### src/rtl/cfg_link_pkg.sv
// Shared constants, FSM state encoding and helpers for the ground-link command decoder.
package cfg_link_pkg;

    // Frame sync bytes.
    localparam logic [7:0]  HDR0        = 8'hEB;
    localparam logic [7:0]  HDR1        = 8'h90;

    // Idle clocks tolerated between bytes inside a frame (100 us at 50 MHz).
    localparam logic [15:0] TIMEOUT_CYC = 16'd5000;

    // Writable window of the ConfigReg address map.
    localparam logic [7:0]  ADDR_MIN    = 8'h02;
    localparam logic [7:0]  ADDR_MAX    = 8'h15;

    localparam int unsigned CSUM_W      = 8;

    // State encoding.
    localparam logic [2:0] ST_IDLE = 3'd0;
    localparam logic [2:0] ST_SYNC = 3'd1;
    localparam logic [2:0] ST_ADDR = 3'd2;
    localparam logic [2:0] ST_DHI  = 3'd3;
    localparam logic [2:0] ST_DLO  = 3'd4;
    localparam logic [2:0] ST_CSUM = 3'd5;

    typedef enum logic [2:0] {
        StIdle = ST_IDLE,
        StSync = ST_SYNC,
        StAddr = ST_ADDR,
        StDhi  = ST_DHI,
        StDlo  = ST_DLO,
        StCsum = ST_CSUM
    } dec_state_e;

    // Frame checksum: modular sum of the payload bytes.
    function automatic logic [CSUM_W-1:0] frame_csum(input logic [7:0] addr,
                                                     input logic [7:0] dhi,
                                                     input logic [7:0] dlo);
        return addr + dhi + dlo;
    endfunction

    function automatic logic addr_in_range(input logic [7:0] addr);
        return (addr >= ADDR_MIN) && (addr <= ADDR_MAX);
    endfunction

endpackage

### src/rtl/cfg_cmd_decoder_if.sv
// Byte-stream input and ConfigReg write port of the command decoder.
// master: the decoder (consumes bytes, drives writes); slave: the link/register-bank side.
interface cfg_cmd_decoder_if;

    logic [7:0]  byte_in;
    logic        byte_vld_in;
    logic        wr_out;
    logic [7:0]  wr_addr_out;
    logic [15:0] data_out;

    modport master (
        input  byte_in,
        input  byte_vld_in,
        output wr_out,
        output wr_addr_out,
        output data_out
    );

    modport slave (
        output byte_in,
        output byte_vld_in,
        input  wr_out,
        input  wr_addr_out,
        input  data_out
    );

endinterface

### src/rtl/cfg_byte_timeout.sv
// Inter-byte gap counter: counts idle clocks while a frame is open, clears on every byte,
// and flags expiry on the idle edge where the count has reached TimeoutCyc-1.
module cfg_byte_timeout #(
    parameter logic [15:0] TimeoutCyc = 16'd5000
) (
    input  logic clk_in,
    input  logic rst_n_in,
    input  logic run_i,
    input  logic clr_i,
    output logic expire_o
);

    logic [15:0] cnt_q, cnt_d;

    // A byte on the expiry edge wins, so clr_i masks the expiry.
    assign expire_o = run_i && !clr_i && (cnt_q == TimeoutCyc - 16'd1);

    // Next gap count.
    always_comb begin
        cnt_d = cnt_q + 16'd1;
        if (!run_i || clr_i || expire_o) begin
            cnt_d = '0;
        end
    end

    // Gap count register.
    always_ff @(posedge clk_in or negedge rst_n_in) begin
        if (!rst_n_in) begin
            cnt_q <= '0;
        end else begin
            cnt_q <= cnt_d;
        end
    end

endmodule

### src/rtl/cfg_cmd_decoder.sv
// Command frame decoder: EB 90 ADDR DHI DLO CSUM -> one single-cycle ConfigReg write.
// Optional macro CFG_ADDR_CHECK_EN: reject checksum-valid frames whose address lies
// outside ADDR_MIN..ADDR_MAX.
module cfg_cmd_decoder
    import cfg_link_pkg::*;
#(
    parameter logic [7:0]  Hdr0       = HDR0,
    parameter logic [7:0]  Hdr1       = HDR1,
    parameter logic [15:0] TimeoutCyc = TIMEOUT_CYC
) (
    input  logic              clk_in,
    input  logic              rst_n_in,
    cfg_cmd_decoder_if.master link,
    output logic [15:0]       frame_ok_cnt_out,
    output logic [15:0]       frame_err_cnt_out,
    output logic              busy_out
);

    dec_state_e  state_q, state_d;
    logic [7:0]  addr_q, addr_d;
    logic [7:0]  dhi_q, dhi_d;
    logic [7:0]  dlo_q, dlo_d;
    logic        wr_q, wr_d;
    logic [7:0]  wr_addr_q, wr_addr_d;
    logic [15:0] data_q, data_d;
    logic [15:0] ok_q, ok_d;
    logic [15:0] err_q, err_d;
    logic        busy_q;
    logic        err_inc;
    logic        expire;
    logic        csum_ok;
    logic        addr_ok;

    cfg_byte_timeout #(
        .TimeoutCyc (TimeoutCyc)
    ) u_timeout (
        .clk_in   (clk_in),
        .rst_n_in (rst_n_in),
        .run_i    (state_q != StIdle),
        .clr_i    (link.byte_vld_in),
        .expire_o (expire)
    );

    assign csum_ok = (frame_csum(addr_q, dhi_q, dlo_q) == link.byte_in);

`ifdef CFG_ADDR_CHECK_EN
    assign addr_ok = addr_in_range(addr_q);
`else
    assign addr_ok = 1'b1;
`endif

    // Next-state, shadow capture, write issue and counter updates.
    always_comb begin
        state_d   = state_q;
        addr_d    = addr_q;
        dhi_d     = dhi_q;
        dlo_d     = dlo_q;
        wr_d      = 1'b0;
        wr_addr_d = wr_addr_q;
        data_d    = data_q;
        ok_d      = ok_q;
        err_d     = err_q;
        err_inc   = 1'b0;

        if (link.byte_vld_in) begin
            unique case (state_q)
                StIdle: if (link.byte_in == Hdr0) state_d = StSync;
                StSync: begin
                    // A repeated HDR0 keeps hunting in SYNC.
                    if (link.byte_in == Hdr1) begin
                        state_d = StAddr;
                    end else if (link.byte_in != Hdr0) begin
                        state_d = StIdle;
                    end
                end
                StAddr: begin
                    addr_d  = link.byte_in;
                    state_d = StDhi;
                end
                StDhi: begin
                    dhi_d   = link.byte_in;
                    state_d = StDlo;
                end
                StDlo: begin
                    dlo_d   = link.byte_in;
                    state_d = StCsum;
                end
                StCsum: begin
                    state_d = StIdle;
                    if (csum_ok && addr_ok) begin
                        wr_d      = 1'b1;
                        wr_addr_d = addr_q;
                        data_d    = {dhi_q, dlo_q};
                        ok_d      = ok_q + 16'd1;
                    end else begin
                        err_inc = 1'b1;
                    end
                end
                default: state_d = StIdle;
            endcase
        end else if (expire) begin
            state_d = StIdle;
            err_inc = 1'b1;
        end

        // Error counter saturates rather than wrapping.
        if (err_inc && (err_q != 16'hFFFF)) begin
            err_d = err_q + 16'd1;
        end
    end

    // State, shadow and output registers.
    always_ff @(posedge clk_in or negedge rst_n_in) begin
        if (!rst_n_in) begin
            state_q   <= StIdle;
            addr_q    <= '0;
            dhi_q     <= '0;
            dlo_q     <= '0;
            wr_q      <= 1'b0;
            wr_addr_q <= '0;
            data_q    <= '0;
            ok_q      <= '0;
            err_q     <= '0;
            busy_q    <= 1'b0;
        end else begin
            state_q   <= state_d;
            addr_q    <= addr_d;
            dhi_q     <= dhi_d;
            dlo_q     <= dlo_d;
            wr_q      <= wr_d;
            wr_addr_q <= wr_addr_d;
            data_q    <= data_d;
            ok_q      <= ok_d;
            err_q     <= err_d;
            busy_q    <= (state_d != StIdle);
        end
    end

    assign link.wr_out       = wr_q;
    assign link.wr_addr_out  = wr_addr_q;
    assign link.data_out     = data_q;
    assign frame_ok_cnt_out  = ok_q;
    assign frame_err_cnt_out = err_q;
    assign busy_out          = busy_q;

endmodule

### src/flat_wrapper.sv
// flat-port wrapper written by rule: the top's interface ports become plain ports
module cfg_cmd_decoder_flat import cfg_link_pkg::*;
#(
    parameter logic [7:0]  Hdr0       = HDR0,
    parameter logic [7:0]  Hdr1       = HDR1,
    parameter logic [15:0] TimeoutCyc = TIMEOUT_CYC
)
  (clk_in, rst_n_in, frame_ok_cnt_out, frame_err_cnt_out, busy_out, link_byte_in, link_byte_vld_in, link_wr_out, link_wr_addr_out, link_data_out);
  cfg_cmd_decoder_if link_i ();
  input  logic clk_in;
  input  logic rst_n_in;
  output logic [15:0] frame_ok_cnt_out;
  output logic [15:0] frame_err_cnt_out;
  output logic busy_out;
  input wire logic [$bits(link_i.byte_in)-1:0] link_byte_in;
  input wire logic [$bits(link_i.byte_vld_in)-1:0] link_byte_vld_in;
  output wire logic [$bits(link_i.wr_out)-1:0] link_wr_out;
  output wire logic [$bits(link_i.wr_addr_out)-1:0] link_wr_addr_out;
  output wire logic [$bits(link_i.data_out)-1:0] link_data_out;
  assign link_i.byte_in = link_byte_in;
  assign link_i.byte_vld_in = link_byte_vld_in;
  assign link_wr_out = link_i.wr_out;
  assign link_wr_addr_out = link_i.wr_addr_out;
  assign link_data_out = link_i.data_out;
  cfg_cmd_decoder #(.Hdr0(Hdr0), .Hdr1(Hdr1), .TimeoutCyc(TimeoutCyc)) u_core (.clk_in(clk_in), .rst_n_in(rst_n_in), .link(link_i), .frame_ok_cnt_out(frame_ok_cnt_out), .frame_err_cnt_out(frame_err_cnt_out), .busy_out(busy_out));
endmodule
### config.mk
export PLATFORM = sky130hd
export DESIGN_NAME = cfg_cmd_decoder_flat
export DESIGN_NICKNAME = d
export VERILOG_FILES = /design/src/rtl/cfg_link_pkg.sv /design/src/rtl/cfg_cmd_decoder_if.sv /design/src/rtl/cfg_byte_timeout.sv /design/src/rtl/cfg_cmd_decoder.sv /design/src/flat_wrapper.sv
export SDC_FILE = /design/constraint.sdc
export NUM_CORES = 1
export LEC_CHECK = 0
export ABC_AREA = 1
export BUFFER_PORTS_ARGS = -buffer_cell sky130_fd_sc_hd__buf_2
export CAP_MARGIN = 20
export CORE_MARGIN = 3
export CORE_UTILIZATION = 54
export CTS_BUF_LIST = sky130_fd_sc_hd__clkbuf_2 sky130_fd_sc_hd__clkbuf_4 sky130_fd_sc_hd__clkbuf_8
export DETAILED_ROUTE_END_ITERATION = 8
export PLACE_DENSITY = 0.82
export SLEW_MARGIN = 20
export SYNTH_ARGS = -nofsm -noshare
export SYNTH_HDL_FRONTEND = slang
export SYNTH_SLANG_ARGS = --single-unit
### constraint.sdc
create_clock -name clk_in -period 2.7 [get_ports clk_in]
set_input_delay 0.405 -clock clk_in [delete_from_list [all_inputs] [get_ports clk_in]]
set_output_delay 0.405 -clock clk_in [all_outputs]
set_load 0.05 [all_outputs]
==> results.toml, run 1 <==
[sta]
maxSlewViolCount = 0
final.setup.tns_ns = -8.21
fin_crit_sh_pct = 108
fin_worst_skew_ns = 0.0148
fin_crit_ns = 2.92
setup_viol = 55
finalHoldViolations = 0
worstMarginPinSlew_ns = 0.733
fmax_ghz = 0.342
slew_headroom_pct = 51.0
layout_setup_ws_ns = -0.223
grt_setup_unrepaired = "yes"

[power_and_ir_drop]
pwr-share-seq_pct = 60.2
power.density_nw_per_um2 = 382
peakVddDrop_mv = 0.231
leakagePower_nw = 3.35
power_frac_clock_pct = 36.2
swShare_pct = 25.0
p_comb_share_pct = 3.6
p_switching_mw = 0.629
p_int_mw = 1.89

[die]
die_w_um = 107
ios = 69
start_util_pct = 55.9
num_rows = 36
core_um2 = 9820
die_area_um2 = 11400
die_h_um = 107

[yosys]
syn_area_per_cell_um2 = 8.11
yosysWarnings = 0
synth_nets = 705
synth_cell_types = 31
syn_inst = 677
netlist_area_um2 = 5490
synth-seq-cells = 101
ys_seq_area_share_pct = 46.0

[global_routing]
grt-busiest-layer = "met2"
grt_pass1_vias = 4618
track_usage_pct = 22.8
grt_pass1_wl_mm = 21.0
gr-usage-met3_pct = 4.03
gr-total-overflow = 0
grt_max_degree = 50
met2_usage_pct = 37.9
grt_antenna_before_repair = 0
met1_usage_pct = 30.4

[outcome]
outcome = "finished with violations"
violations = "setup timing"

[critical_path]
crit_arrival_ns = 3.25
cp.buffers_inverters = 0
critPathSlowestCell = "fa_2"
startpoint_type = "register"
critical_path_class = "register to register"
critPathLaunch = "u_core.dlo_q[1]"
crit_chain = "fa_1 > ha_2 > fa_2 > xnor2_1 > nand3_1 > nor2_4 > nand2_2 > nor2_4 > nand3_2 > nand2_4 > nand2_8 > nand2_8 > nand2_1 > nand2_1"
worstPathRequired_ns = 3.02
timing.rr.start = "u_core.dlo_q[1]"
cpPeakStageDelay_ns = 0.53
endpoint_kind = "register"
critPathMaxFanout = 8
crit_family = "adder cells"

[route]
drt_iter0_drc = 279
wirelength_mm = 13.5
viasPerCell = 5.32
drtPass1Iterations = 4
wl_per_cell_um = 14.9
ant_nets = 0
via_count = 4840
drc = 0

[cts]
insertion_delay_ns = 0.38
cts.path.max_buffers = 2
htreeDepth = 3
cts_buffers = 9
clk_pin_slew_ns = 0.10
clockRootBuffer = "clkbuf_8"
cts_tree = "done"
clock-sinks = 101

[cells_and_area]
fillers = 815
syn2layout_area_growth_pct = 19.9
finalInstanceArea_um2 = 6580
drive_gt1_share_pct = 22.7
diodes = 0
nNetsFinal = 800
multi_input_area_um2 = 2740
regArea_um2 = 2530
instances_no_fill = 910

[placement]
io_buffers = 68
pre_cts_ws_ns = -0.161
place_inst = 883
routabilityCongestion = 0.915
dp_hpwl_mm = 8.83
dpl_cell_area_um2 = 6070

[hold_path]
min-delay-path-class = "input port to register"
hold_start = "link_byte_in[7]"

[job]
maxCapViolations = 0
==> placed cells by master (no fill, tap or decap), drive strengths merged <==
cell	n
nand2	226
dfrtp	101
buf	90
inv	86
nand3	56
o21ai	51
nor2	47
xnor2	20
nor3	15
xor2	15
nand4	13
clkbuf	12
a21oi	10
ha	9
fa	8
nor4	5
clkinv	4
a211oi	2
nor3b	2
and2	1
o211ai	1
xnor3	1
clkinvlp	1
dlygate4sd3	1
==> per-stage QoR <==
stage / total power, mW / hold WS [ns] / utilization [%]
after detailed placement: 1.63 / 0.347 / 61.8
after CTS: 2.53 / 0.337 / 64.5
after global placement: 1.63 / 0.342 / 61.8
after global routing: 2.61 / 0.366 / 67.0
final: 2.51 / 0.353 / 67.0
after floorplan: 1.57 / 0.109 / -
==> sequential cells by signal, indices dropped and copies added, names as in the netlist <==
name                      cells
u_core.dlo_q                  8
u_core.link.wr_addr_out       8
u_core.busy_out               1
u_core.frame_ok_cnt_out      16
u_core.link.wr_out            1
u_core.dhi_q                  8
u_core.state_q                3
u_core.u_timeout.cnt_q       16
u_core.frame_err_cnt_out     16
u_core.addr_q                 8
u_core.link.data_out         16
==> layer usage <==
| metal | part of all wire, % | routed length (µm) |
|---|---|---|
| met5 | 0 | 0 |
| met4 | 1.8 | 237 |
| met2 | 50 | 6800 |
| met3 | 5.5 | 746 |
| met1 | 42 | 5730 |
==> worst reg2reg max path, cell delays in order (launching register included) <==
cell     delay [ns]
dfrtp_1        0.41
fa_1           0.49
ha_2           0.22
fa_2           0.53
xnor2_1        0.11
nand3_1        0.13
nor2_4         0.16
nand2_2        0.08
nor2_4         0.12
nand3_2        0.09
nand2_4        0.15
nand2_8        0.11
nand2_8        0.13
nand2_1        0.08
nand2_1        0.06
==> cells by family after synthesis <==
family                     synth area share (%)
and+or+nand+nor                            28.4
DFF                                        46.0
buffers and inverters                      7.73
AOI/OAI and AO/OA                          6.86
xor gates and xnor gates                   5.99
adders and majority gates                  4.97
==> cells in the mapped netlist <==
library cell  count  area share (%)
nand2_1         218              15
dfrtp_1         101              46
inv_1            81             5.5
nand3_1          53             4.8
nor2_1           43             2.9
o21ai_0          38             3.5
xnor2_1          20             3.2
nor3_1           15             1.4
xor2_1           15             2.4
nand4_1          13             1.5
o21ai_2          13             2.1
a21oi_1          10            0.91
ha_1              9             2.1
fa_1              8             2.9
buf_6             6             1.2
nor4_1            5            0.57
buf_4             3            0.41
clkbuf_1          3            0.21
inv_2             3            0.21
nand2_2           3            0.34
nand3_2           3            0.55
nor2_2            3            0.34
a211oi_1          2            0.27
nand2_4           2            0.41
and2_1            1            0.11
clkbuf_4          1            0.14
nor2_4            1            0.21
nor3b_1           1            0.14
nor3b_2           1            0.23
o211ai_1          1            0.14
xnor3_1           1            0.41
==> what timing repair did <==
action                                  4_1_cts  5_1_grt
cloned                                        1        5
pin swaps                                     4       19
hold endpoints to repair                     25        0
endpoints found under the setup margin       41       57
buffers inserted                              2        2
gates resized for setup                       9       42
hold buffers                                  1        0
==> power groups by stage <==
stage          Sequential, mW  Clock [mW]  Combinational (mW)
6_report                 1.51       0.911              0.0898
5_1_grt                  1.51       0.994               0.102
4_1_cts                  1.51       0.932              0.0883
3_5_place_dp             1.54           0              0.0865
3_3_place_gp             1.54           0              0.0836
2_1_floorplan            1.54           0              0.0304
==> area by class of cell <==
type | count | area share, %
sequential | 101 | 38.4
clock buffer | 9 | 1.88
tap | 133 | 2.53
clock inverter | 7 | 0.894
multi-input combinational | 482 | 41.6
timing repair buffer | 94 | 9.81
inverter | 84 | 4.83
==> final timing paths <==
check / depth (start not counted) / endpoint / slack, ns
worst max register to register: 14 / u_core.frame_err_cnt_out[4] / -0.22
worst min register to register: 1 / u_core.u_timeout.cnt_q[0] / 0.47
max in group asynchronous: 3 / u_core.u_timeout.cnt_q[2] / 1.54
worst max-delay path: 14 / u_core.frame_err_cnt_out[4] / -0.22
worst min-delay path: 3 / u_core.dhi_q[7] / 0.35
min in group asynchronous: 2 / u_core.frame_ok_cnt_out[12] / 0.47
Power figures use the tool's default switching activity.
==> inputs of run 2 (changes only) <==
==> constraint.sdc (replaced) <==
create_clock -name clk_in -period 2.7 [get_ports clk_in]
set_input_delay 0.54 -clock clk_in [delete_from_list [all_inputs] [get_ports clk_in]]
set_output_delay 0.54 -clock clk_in [all_outputs]
set_load 0.05 [all_outputs]
==> results.toml, run 2 (same netlist as run 1, synthesis figures left out) <==
[outcome]
outcome = "finished with violations"
violations = "setup timing"

[placement]
io_buffers = 68
dp_hpwl_mm = 8.92
routabilityCongestion = 0.914
dpl_cell_area_um2 = 6070

[die]
die_h_um = 107
start_util_pct = 55.9
die_area_um2 = 11400
core_um2 = 9820
num_rows = 36
die_w_um = 107
ios = 69

[cts]
cts.path.max_buffers = 2
insertion_delay_ns = 0.37
cts_tree = "done"
cts_buffers = 9
clockRootBuffer = "clkbuf_8"
clock-sinks = 101
htreeDepth = 3
clk_pin_slew_ns = 0.11

[global_routing]
grt_pass1_wl_mm = 21.2
track_usage_pct = 23.0
grt_max_degree = 57
grt_antenna_before_repair = 0
gr-total-overflow = 0
grt_pass1_vias = 4578

[sta]
fin_worst_skew_ns = 0.0207
setup_viol = 57
fmax_ghz = 0.343
fin_crit_ns = 2.91
fin_crit_sh_pct = 108
slew_headroom_pct = 51.3
finalHoldViolations = 0
grt_setup_unrepaired = "yes"
maxSlewViolCount = 0
worstMarginPinSlew_ns = 0.731
final.setup.tns_ns = -8.94
layout_setup_ws_ns = -0.212

[cells_and_area]
regArea_um2 = 2530
mostFrequentLayoutCells = "nand2_1 (189), dfrtp_1 (101), inv_1 (81), buf_2 (67), nand3_1 (50)"
drive_gt1_share_pct = 22.8
nNetsFinal = 799
diodes = 0
fillers = 790
finalInstanceArea_um2 = 6550
multi_input_area_um2 = 2730
layout_commonest_cell = "nand2_1"
syn2layout_area_growth_pct = 19.3

[critical_path]
rrSetupSlack_ns = -0.21
critPathSlowestCell = "fa_1"
critPathMaxFanout = 8
path_common_cell = "nand3_2"
crit_chain = "fa_1 > ha_2 > fa_2 > xnor2_2 > nand3_2 > nor2_4 > nand2_1 > nor3b_2 > nand3_2 > inv_2 > buf_6 > nand3_2 > nand2_1"
startpoint_type = "register"
crit_arrival_ns = 3.21
critical_path_class = "register to register"
cpPeakStageDelay_ns = 0.56
cp.buffers_inverters = 2
endpoint_kind = "register"
timing.rr.start = "u_core.addr_q[1]"
crit_family = "adder cells"
critPathLaunch = "u_core.addr_q[1]"
worstPathRequired_ns = 3.00

[power_and_ir_drop]
leakagePower_nw = 3.32
power.density_nw_per_um2 = 383
peakVddDrop_mv = 0.205

[route]
drt_iter0_drc = 327
via_count = 4862
wirelength_mm = 13.1
drtPass1Iterations = 5
ant_nets = 0
drc = 0
wl_per_cell_um = 14.4
viasPerCell = 5.35

[job]
maxCapViolations = 0

[hold_path]
min-delay-path-class = "input port to asynchronous set/reset pin"
run 2: report_power, final:
part	internal (mW)	switching [mW]
combinational	0.0253	0.0643
sequential	1.51	0.00111
clock	0.379	0.529
run 2: cell type report:
| type | count | share of cell area [%] |
|---|---|---|
| Sequential cell | 101 | 38.6 |
| Inverter | 84 | 4.81 |
| Clock buffer | 11 | 2.22 |
| Multi-Input combinational cell | 482 | 41.7 |
| Tap cell | 133 | 2.54 |
| Clock inverter | 5 | 0.630 |
| Timing Repair Buffer | 93 | 9.55 |
run 2: layer usage:
metal	up-vias	part of all wire (%)	track usage [%]
li1	2347	-	-
met1	2301	43	31.1
met2	191	49	38.0
met3	23	6.6	4.21
met4	0	1.7	6.94
met5	-	0	0
run 2: path summary, 6_finish.rpt:
check | to | depth (start not counted)
min | u_core.frame_ok_cnt_out[10] | 1
max | u_core.frame_ok_cnt_out[4] | 13
min reg2reg | u_core.u_timeout.cnt_q[0] | 1
max reg2reg | u_core.frame_ok_cnt_out[4] | 13
min in group clk_in | u_core.u_timeout.cnt_q[0] | 1
max in group asynchronous | u_core.u_timeout.cnt_q[4] | 2
run 2: what timing repair did:
item | CTS | global route
hold buffers | 0 | 0
setup endpoints to repair | 43 | 57
gates cloned | 3 | 3
pin swaps | 3 | 6
buffers inserted | 2 | 4
gates resized for setup | 35 | 17
run 2: through the flow:
stage / worst slack [ns] / std cells / utilization, % / total power [mW] / hold slack (ns)
after CTS: -0.179 / 904 / 65.4 / 2.52 / 0.241
final: -0.212 / 909 / 66.7 / 2.51 / 0.218
after detailed placement: -0.206 / 883 / 61.8 / 1.63 / 0.462
after global placement: -0.105 / 883 / 61.8 / 1.63 / 0.449
after floorplan: -0.0107 / 677 / - / 1.57 / 0.244
after global routing: -0.342 / 909 / 66.7 / 2.62 / 0.259
